$ cat src/rtl/dt_multi_fz.sv
// Multi-enemy freeze controller: detects player foot-point overlap with enemy hitboxes,
// freezes the player for a timed span, then grants a timed immunity window.
module dt_multi_fz #(
    parameter int N_ENEMY      = 4,
    parameter int XW           = 10,
    parameter int YW           = 9,
    parameter int FOOT_DX      = 24,
    parameter int FOOT_DY      = 41,
    parameter int ENEMY_W      = 62,
    parameter int Y_TOL        = 2,
    parameter int TICK_DIV     = 6000000,
    parameter int FREEZE_TICKS = 15,
    parameter int IMMUNE_TICKS = 8,
    parameter bit RETRIGGER    = 1'b0,
    localparam int IDW         = (N_ENEMY > 1) ? $clog2(N_ENEMY) : 1
) (
    input  logic                  clk,
    input  logic                  rst,
    input  logic [XW-1:0]         x_player,
    input  logic [YW-1:0]         y_player,
    input  logic [N_ENEMY*XW-1:0] x_enemy,
    input  logic [N_ENEMY*YW-1:0] y_enemy,
    input  logic [N_ENEMY-1:0]    enemy_en,
    output logic                  frozen,
    output logic                  immune,
    output logic                  hit_pulse,
    output logic [IDW-1:0]        hit_id,
    output logic [7:0]            ticks_left
);

    typedef enum logic [1:0] {IDLE, FROZEN, IMMUNE} state_t;

    localparam int              PW          = (TICK_DIV > 1) ? $clog2(TICK_DIV) : 1;
    localparam logic [PW-1:0]   TICK_LAST   = PW'(TICK_DIV - 1);
    localparam logic [7:0]      FREEZE_LOAD = 8'(FREEZE_TICKS);
    localparam logic [7:0]      IMMUNE_LOAD = 8'(IMMUNE_TICKS);
    localparam logic [XW:0]     EW          = (XW+1)'(ENEMY_W);
    localparam logic [YW:0]     YT          = (YW+1)'(Y_TOL);

    // Foot point carried one bit wider so the window compares never wrap.
    logic [XW:0]          px;
    logic [YW:0]          py;
    logic [N_ENEMY-1:0]   hit;
    logic                 any_hit;
    logic [IDW-1:0]       first_id;
    logic                 tick;

    assign px = {1'b0, x_player} + (XW+1)'(FOOT_DX);
    assign py = {1'b0, y_player} + (YW+1)'(FOOT_DY);

    for (genvar g = 0; g < N_ENEMY; g++) begin : g_hit
        logic [XW:0] xe;
        logic [YW:0] ye;
        assign xe     = {1'b0, x_enemy[g*XW +: XW]};
        assign ye     = {1'b0, y_enemy[g*YW +: YW]};
        assign hit[g] = enemy_en[g] && (xe < px) && (px < xe + EW)
                        && (ye < py + YT) && (py < ye + YT);
    end

    assign any_hit = |hit;

    // NOTE: every always_comb output gets a default first, so no path can infer a latch.
    always_comb begin
        first_id = '0;
        for (int i = N_ENEMY - 1; i >= 0; i--) begin
            if (hit[i]) first_id = IDW'(i);
        end
    end

    state_t         state_q, state_d;
    logic [PW-1:0]  presc_q, presc_d;
    logic [7:0]     ticks_q, ticks_d;
    logic           frozen_q, frozen_d;
    logic           immune_q, immune_d;
    logic           pulse_q, pulse_d;
    logic [IDW-1:0] id_q, id_d;

    assign tick = (presc_q == TICK_LAST);

    always_comb begin
        state_d = state_q;
        presc_d = presc_q;
        ticks_d = ticks_q;
        pulse_d = 1'b0;
        id_d    = id_q;
        unique case (state_q)
            IDLE: begin
                presc_d = '0;
                if (any_hit) begin
                    state_d = FROZEN;
                    ticks_d = FREEZE_LOAD;
                    pulse_d = 1'b1;
                    id_d    = first_id;
                end
            end
            FROZEN: begin
                if (RETRIGGER && any_hit) begin
                    ticks_d = FREEZE_LOAD;
                    presc_d = '0;
                    pulse_d = 1'b1;
                    id_d    = first_id;
                end else if (tick) begin
                    presc_d = '0;
                    if (ticks_q == 8'd1) begin
                        if (IMMUNE_TICKS == 0) begin
                            state_d = IDLE;
                            ticks_d = '0;
                        end else begin
                            state_d = IMMUNE;
                            ticks_d = IMMUNE_LOAD;
                        end
                    end else begin
                        ticks_d = ticks_q - 8'd1;
                    end
                end else begin
                    presc_d = presc_q + 1'b1;
                end
            end
            IMMUNE: begin
                if (tick) begin
                    presc_d = '0;
                    ticks_d = ticks_q - 8'd1;
                    if (ticks_q == 8'd1) state_d = IDLE;
                end else begin
                    presc_d = presc_q + 1'b1;
                end
            end
            default: begin
                state_d = IDLE;
                presc_d = '0;
                ticks_d = '0;
            end
        endcase
        frozen_d = (state_d == FROZEN);
        immune_d = (state_d == IMMUNE);
    end

    // NOTE: sequential state uses non-blocking assignments so every flop samples pre-edge values.
    always_ff @(posedge clk) begin
        if (rst) begin
            state_q  <= IDLE;
            presc_q  <= '0;
            ticks_q  <= '0;
            frozen_q <= 1'b0;
            immune_q <= 1'b0;
            pulse_q  <= 1'b0;
            id_q     <= '0;
        end else begin
            state_q  <= state_d;
            presc_q  <= presc_d;
            ticks_q  <= ticks_d;
            frozen_q <= frozen_d;
            immune_q <= immune_d;
            pulse_q  <= pulse_d;
            id_q     <= id_d;
        end
    end

    assign frozen     = frozen_q;
    assign immune     = immune_q;
    assign hit_pulse  = pulse_q;
    assign hit_id     = id_q;
    assign ticks_left = ticks_q;

endmodule

$ cat config.mk
export PLATFORM = sky130hd
export DESIGN_NAME = dt_multi_fz
export DESIGN_NICKNAME = d
export VERILOG_FILES = /design/src/rtl/dt_multi_fz.sv
export SDC_FILE = /design/constraint.sdc
export NUM_CORES = 1
export LEC_CHECK = 0
export ABC_AREA = 1
export CORE_UTILIZATION = 45
export CTS_BUF_LIST = sky130_fd_sc_hd__clkbuf_4 sky130_fd_sc_hd__clkbuf_8 sky130_fd_sc_hd__clkbuf_16
export CTS_CLUSTER_SIZE = 8
export DETAILED_ROUTE_END_ITERATION = 6
export PLACE_DENSITY_LB_ADDON = 0.15
export RECOVER_POWER = 25
export SYNTH_ARGS = -nofsm -noshare
export SYNTH_HDL_FRONTEND = slang
export SYNTH_SLANG_ARGS = --single-unit
$ cat constraint.sdc
create_clock -name clk -period 5.5 [get_ports clk]
set_input_delay 0.55 -clock clk [delete_from_list [all_inputs] [get_ports clk]]
set_output_delay 0.55 -clock clk [all_outputs]
set_load 0.005 [all_outputs]
==> metrics.yaml, run 1 <==
ir_worst_vdd_mv: 0.146
grt-ovfl-total: 0
fmax_mhz: 247
n_antenna_cell: 0
antenna_found_initial: 0
cp_slowest_cell: "clkdlybuf4s50_1"
required_ps: 5670
drt-total-wl_mm: 16.2
port_buffers: 113
ys.flop_type: "dfxtp_1"
clk-insertion-delay-late_ps: 280
intPower_mw: 0.844
num_rows: 44
layoutNonFillerInstCount: 1307
setup-violations-final: 0
pwr-share-seq_pct: 23.0
reg2regPathDepth: 14
reg2reg_slack_ps: 2970
via_per_inst: 5.01
crit_top_cell: "nand2_1"
numCtsBuffers: 5
cts.clk_slew.worst_paths_ps: 60
synth_area_leaders: "ha_1 28%, nand2_1 13%, dfxtp_1 11%"
grtUsageTotal_pct: 21.4
endpoint: "frozen"
ios: 114
critPathLaunch: "y_player[0]"
clock-sinks: 38
syn2layout_area_growth_pct: 22.3
dpl.cell_count: 1299
grt_pass1_wl_mm: 26.5
drt_iter0_markers: 229
relSlewSlack_pct: 41.9
ctsHoldBuffers: 0
drtPass1Iterations: 4
placed_cell_area_mm2: 0.00804
drc: 0
postLayoutCellArea_mm2: 0.00819
synth-seq-cells: 38
die_h_um: 124
globalplace.congestion: 0.893
syn-num-nets: 1257
rsz0062_at_grt: "false"
hold_class: "reg2reg"
hold_violations: 0
fin_skew_ps: 3.27
synth_edf_count: 0
reg2reg_to: "presc_q[22]"
async_reset_ff_share_pct: 0
yosysTopAreaCell: "ha_1"
slowest_delay_ps: 720
drive_gt1_share_pct: 5.52
die_area_mm2: 0.0154
vias: 6543
start_util_pct: 46.0
grt_max_degree: 23
layout.nets: 1373
status: "completed"
ctsRootBufferMaster: "clkbuf_16"
synth_area_mm2: 0.00669
ys_types: 45
dieWidth_um: 124
wire_per_inst_um: 12.4
finalCriticalPeriod_ps: 4040
combPwrFrac_pct: 56.9
netSwitchingFraction_pct: 41.6
slew_violations: 0
utilization_pct: 56.3
p_leak_nw: 4.07
crit_path_end_kind: "flop"
cp_max_fo: 12
ys_seq_area_share_pct: 11.4
worstMarginPinSlew_ps: 869
rr_startpoint: "presc_q[0]"
avgSynthCellArea_um2: 6.65
cap_violations: 0
cts_setup_buffers: 0
synth_cells: 1006
clock_path_buffers: 2
coreArea_mm2: 0.0145
p_clk_share_pct: 20.1
postCtsResizedCells: 0
yosysWarnings: 0
p_switching_mw: 0.600
critPathLaunchType: "primary input"
grt_pass1_vias: 5949
path_class: "in2reg"
fin_crit_sh_pct: 73.5
cts_tree: "done"
htreeDepth: 2
synth_top_area_share_pct: 28.0
post-dp-hpwl_mm: 14.1
power_density_mw_per_mm2: 176
worst_slack_ps: 1460
antenna_left: 0
arrival_ps: 4210
dp_slack_ps: 1180
fin_setup_tns_ps: 0
-- layout by cell type, fill, tap and decap left out, types with 7 or more instances in the layout --
cell type        instances
nor2_1                  90
nor3b_1                  7
inv_1                  135
clkdlybuf4s50_1        102
nand4_1                 22
ha_1                   150
nor3_1                  19
nand2_1                231
nand2_2                 11
nand3_1                 57
o21ai_0                 23
nand3b_1                14
dfxtp_1                 38
a21oi_1                 66
nor2_2                  11
xnor2_1                 19
dlygate4sd3_1           11
xor2_1                  44
-- cell type report --
type                    instances  area (um2)
fillers                      1428        6350
multi-input cells             822        5380
repair buffers                114        1140
flip-flops and latches         38         761
inverters                     141         529
well taps                     184         230
clock buffers                   6         139
clock inverters                 2        12.5
-- routing by layer --
metal / up-vias / part of all wire, % / track usage [%]
met5: - / 0 / 0
met4: 0 / 0.27 / 2.16
met3: 6 / 3.0 / 1.65
met2: 92 / 47 / 38.5
met1: 2873 / 50 / 28.6
li1: 3572 / - / -
-- sequential cells by signal, indices dropped and copies added, names as in the netlist --
signal	count
presc_q	23
hit_id	2
hit_pulse	1
ticks_left	8
frozen	1
immune	1
state_q	2
-- cells in the mapped netlist (2+ instances only) --
master,count
a211oi_1,5
nor3b_1,7
dfxtp_1,38
o21ai_0,23
a21boi_0,3
nand3_1,57
nor2_1,89
nand4_1,22
xor2_1,44
nand3b_1,14
clkbuf_1,3
nor3_2,2
o21a_1,2
o21ai_1,4
nor3_1,19
o211ai_1,5
ha_1,150
inv_2,6
a21oi_1,66
xnor2_1,19
or2_2,5
and3_1,2
nor4_1,2
nand3_2,6
nor2_2,12
o21bai_1,6
nand2_2,11
nand4_2,3
inv_1,135
nand2_1,231
-- power by group through the flow --
| stage | registers, mW | clock network (mW) | logic (mW) |
|---|---|---|---|
| 2_1_floorplan | 0.335 | 0 | 0.543 |
| 3_3_place_gp | 0.339 | 0 | 0.815 |
| 3_5_place_dp | 0.339 | 0 | 0.826 |
| 4_1_cts | 0.333 | 0.296 | 0.833 |
| 5_1_grt | 0.335 | 0.309 | 0.952 |
| 6_report | 0.332 | 0.291 | 0.821 |
-- kinds of logic after synthesis --
logic type	share of synthesized area [%]
simple gates	33.5
fa+ha+maj	28.0
buf+inv	8.26
compound gates	10.4
xor+xnor	8.49
flops	11.4
-- per-stage QoR --
step | power (mW) | hold slack [ps]
after CTS | 1.46 | 455
after global placement | 1.15 | 433
after floorplan | 0.877 | 418
final | 1.44 | 449
after global routing | 1.60 | 483
after detailed placement | 1.17 | 447
-- worst min-delay path by stage --
| stage | start | end | slack, ps | cells past startpoint |
|---|---|---|---|---|
| floorplan | presc_q[0] | presc_q[0] | 420 | 1 |
| global placement | presc_q[0] | presc_q[0] | 430 | 1 |
| detailed placement | presc_q[0] | presc_q[0] | 450 | 1 |
| CTS | presc_q[0] | presc_q[0] | 450 | 1 |
| global route | presc_q[0] | presc_q[0] | 480 | 1 |
| finish | presc_q[0] | presc_q[0] | 450 | 1 |
-- worst max-delay path, delay by kind of cell --
kind                     cells  cell delay (ps)
AO/OA/AOI/OAI                2              320
adder cells (fa/ha/maj)      3              770
buffers and inverters        4              970
AND/OR/NAND/NOR             21             1590
No activity file was read; power rests on OpenSTA's default activity.
==> inputs of run 2 (changes only) <==
==> constraint.sdc (replaced) <==
create_clock -name clk -period 4.2 [get_ports clk]
set_input_delay 0.42 -clock clk [delete_from_list [all_inputs] [get_ports clk]]
set_output_delay 0.42 -clock clk [all_outputs]
set_load 0.005 [all_outputs]
==> run 2 against run 1 <==
Effect of this change: core utilization rose by 0.26 points; register-to-register slack worse by 1300 ps; sequential share of layout area barely moved; sequential power rose by 30%; highest routed layer unchanged; combinational power increased by 30%; largest cell class unchanged; flip-flop and latch count unchanged; first-iteration DRC count is 20% higher.
==> metrics.yaml, run 2 (same netlist as run 1, synthesis figures left out) <==
finalPower_mw: 1.89  # +31%
numCtsBuffers: 5  # unchanged
slew_violations: 0  # unchanged
placed_cell_area_mm2: 0.00807  # +0.47%
reg2reg_to: "presc_q[22]"
n_antenna_cell: 0  # unchanged
pwr-share-seq_pct: 22.9  # about the same
syn2layout_area_growth_pct: 22.9
reg2regPathDepth: 14  # unchanged
required_ps: 4370  # -1300 ps
holdPathEnd: "presc_q[0]"
drc: 0  # unchanged
cts.clk_slew.worst_paths_ps: 60  # about the same
ctsHoldBuffers: 0  # unchanged
worst_slack_ps: 461  # -998 ps
top_register: "presc_q"
htreeDepth: 2  # unchanged
reg2reg_slack_ps: 1690  # -1280 ps
clock_path_buffers: 2  # unchanged
worstMarginPinSlew_ps: 863  # -6.08 ps
antenna_found_initial: 0  # unchanged
finalCriticalPeriod_ps: 3740
power_density_mw_per_mm2: 230  # +30%
fin_setup_tns_ps: 0  # unchanged
final_common_cell: "nand2_1"
slowest_delay_ps: 540  # -180 ps
drt-total-wl_mm: 16.1  # -0.33%
netSwitchingFraction_pct: 41.0  # -0.60 points
whs_path_depth: 1  # unchanged
rsz0062_at_grt: "false"
p_clk_share_pct: 20.2  # about the same
via_per_inst: 4.95  # -1.1%
fmax_mhz: 267
fin_skew_ps: 2.80  # -0.472 ps
arrival_ps: 3910  # -300 ps
coreArea_mm2: 0.0145  # unchanged
relSlewSlack_pct: 42.3  # +0.41 points
fin_crit_sh_pct: 89.0
die_area_mm2: 0.0154  # unchanged
cts_tree: "done"
cp_slowest_cell: "clkdlybuf4s50_1"
start_util_pct: 46.0  # unchanged
min_from: "presc_q[0]"
largest_register_ffs: 23  # unchanged
hold_violations: 0  # unchanged
drt_iter0_markers: 274  # +20%
status: "completed"
combPwrFrac_pct: 56.9  # about the same
postCtsResizedCells: 0  # unchanged
die_h_um: 124  # unchanged
num_rows: 44  # unchanged
grt_max_degree: 23  # unchanged
grt_pass1_wl_mm: 27.3  # +2.9%
rr_startpoint: "presc_q[0]"
port_buffers: 113  # unchanged
vias: 6493  # -0.76%
clock-sinks: 38  # unchanged
path_class: "in2reg"
p_switching_mw: 0.774  # +29%
antenna_left: 0  # unchanged
crit_top_cell: "nand2_1"
p_leak_nw: 4.09  # +0.69%
cp_max_fo: 8  # -4
ios: 114  # unchanged
setup-violations-final: 0  # unchanged
layout.nets: 1378  # +0.36%
ctsRootBufferMaster: "clkbuf_16"
crit_path_end_kind: "flop"
grt_pass1_vias: 6048  # +1.7%
cts_setup_buffers: 0  # unchanged
drtPass1Iterations: 4  # unchanged
drive_gt1_share_pct: 5.94  # +0.42 points
dp_slack_ps: 176  # -1000 ps
dieWidth_um: 124  # unchanged
critPathLaunchType: "primary input"
critPathLaunch: "y_player[1]"
ir_worst_vdd_mv: 0.195  # +34%
cap_violations: 0  # unchanged
globalplace.congestion: 0.885  # -0.87%
clk-insertion-delay-late_ps: 280  # about the same
grt-ovfl-total: 0  # unchanged
intPower_mw: 1.12  # +32%
wire_per_inst_um: 12.3  # -0.71%
fillCellCount: 1463  # +2.5%
post-dp-hpwl_mm: 14.1  # -0.62%
grtUsageTotal_pct: 21.9  # +0.51 points
utilization_pct: 56.6  # +0.26 points
hold_class: "reg2reg"
final_cell_mix: "231 x nand2_1, 150 x ha_1, 135 x inv_1"
postLayoutCellArea_mm2: 0.00822  # +0.46%
-- run 2: cell count changes in the layout (fill, tap and decap cells not counted), sizes merged --
| cell | change |
|---|---|
| buf | +5 |
| clkbuf | +1 |
| clkinvlp | -1 |
-- run 2: worst max-delay path by stage --
stage | end | slack (ps)
3_5_place_dp | state_q[1] | 180
6_report | immune | 460
2_1_floorplan | frozen | 1180
4_1_cts | immune | 450
3_3_place_gp | frozen | 300
5_1_grt | ticks_left[2] | 50
-- run 2: power by group through the flow --
stage               logic, mW  registers, mW  clock network [mW]
floorplan               0.711          0.438                   0
global placement         1.07          0.442                   0
detailed placement       1.08          0.442                   0
CTS                      1.09          0.434               0.387
global route             1.26          0.439               0.405
finish                   1.07          0.433               0.382
-- run 2: through the flow --
step	hold slack (ps)	cells
floorplan	418	1006
global placement	430	1304
detailed placement	437	1304
CTS	461	1312
global route	484	1312
finish	459	1312
-- run 2: per-layer routing --
metal  track usage [%]  vias to the layer above  wire, um
li1                  -                     3585         -
met1              29.3                     2782      8060
met2              38.9                      118      7420
met3              2.34                        8       536
met4              2.31                        0        78
met5                 0                        -         0
-- run 2: final cells by class --
type | count | area [um2] | area share [%]
clock buffer | 7 | 146 | 1.78
sequential | 38 | 761 | 9.25
multi-input combinational | 822 | 5380 | 65.4
tap | 184 | 230 | 2.80
timing repair buffer | 119 | 1180 | 14.3
clock inverter | 1 | 5.00 | 0.0609
inverter | 141 | 529 | 6.44
-- run 2: critical path: cells and delay by family --
kind | cells | cell delay, ps
fa+ha+maj | 3 | 670
buf+inv | 3 | 750
compound gates | 1 | 110
simple gates | 23 | 1960
==> inputs of run 3 (changes only) <==
--- a/config.mk
+++ b/config.mk
@@ -10,6 +10,7 @@
 export CTS_BUF_LIST = sky130_fd_sc_hd__clkbuf_4 sky130_fd_sc_hd__clkbuf_8 sky130_fd_sc_hd__clkbuf_16
 export CTS_CLUSTER_SIZE = 8
 export DETAILED_ROUTE_END_ITERATION = 6
+export HOLD_SLACK_MARGIN = 0.02
 export PLACE_DENSITY_LB_ADDON = 0.15
 export RECOVER_POWER = 25
 export SYNTH_ARGS = -nofsm -noshare
==> results of run 3 <==
No change in the layout: final DEF, timing and power equal those of run 2.
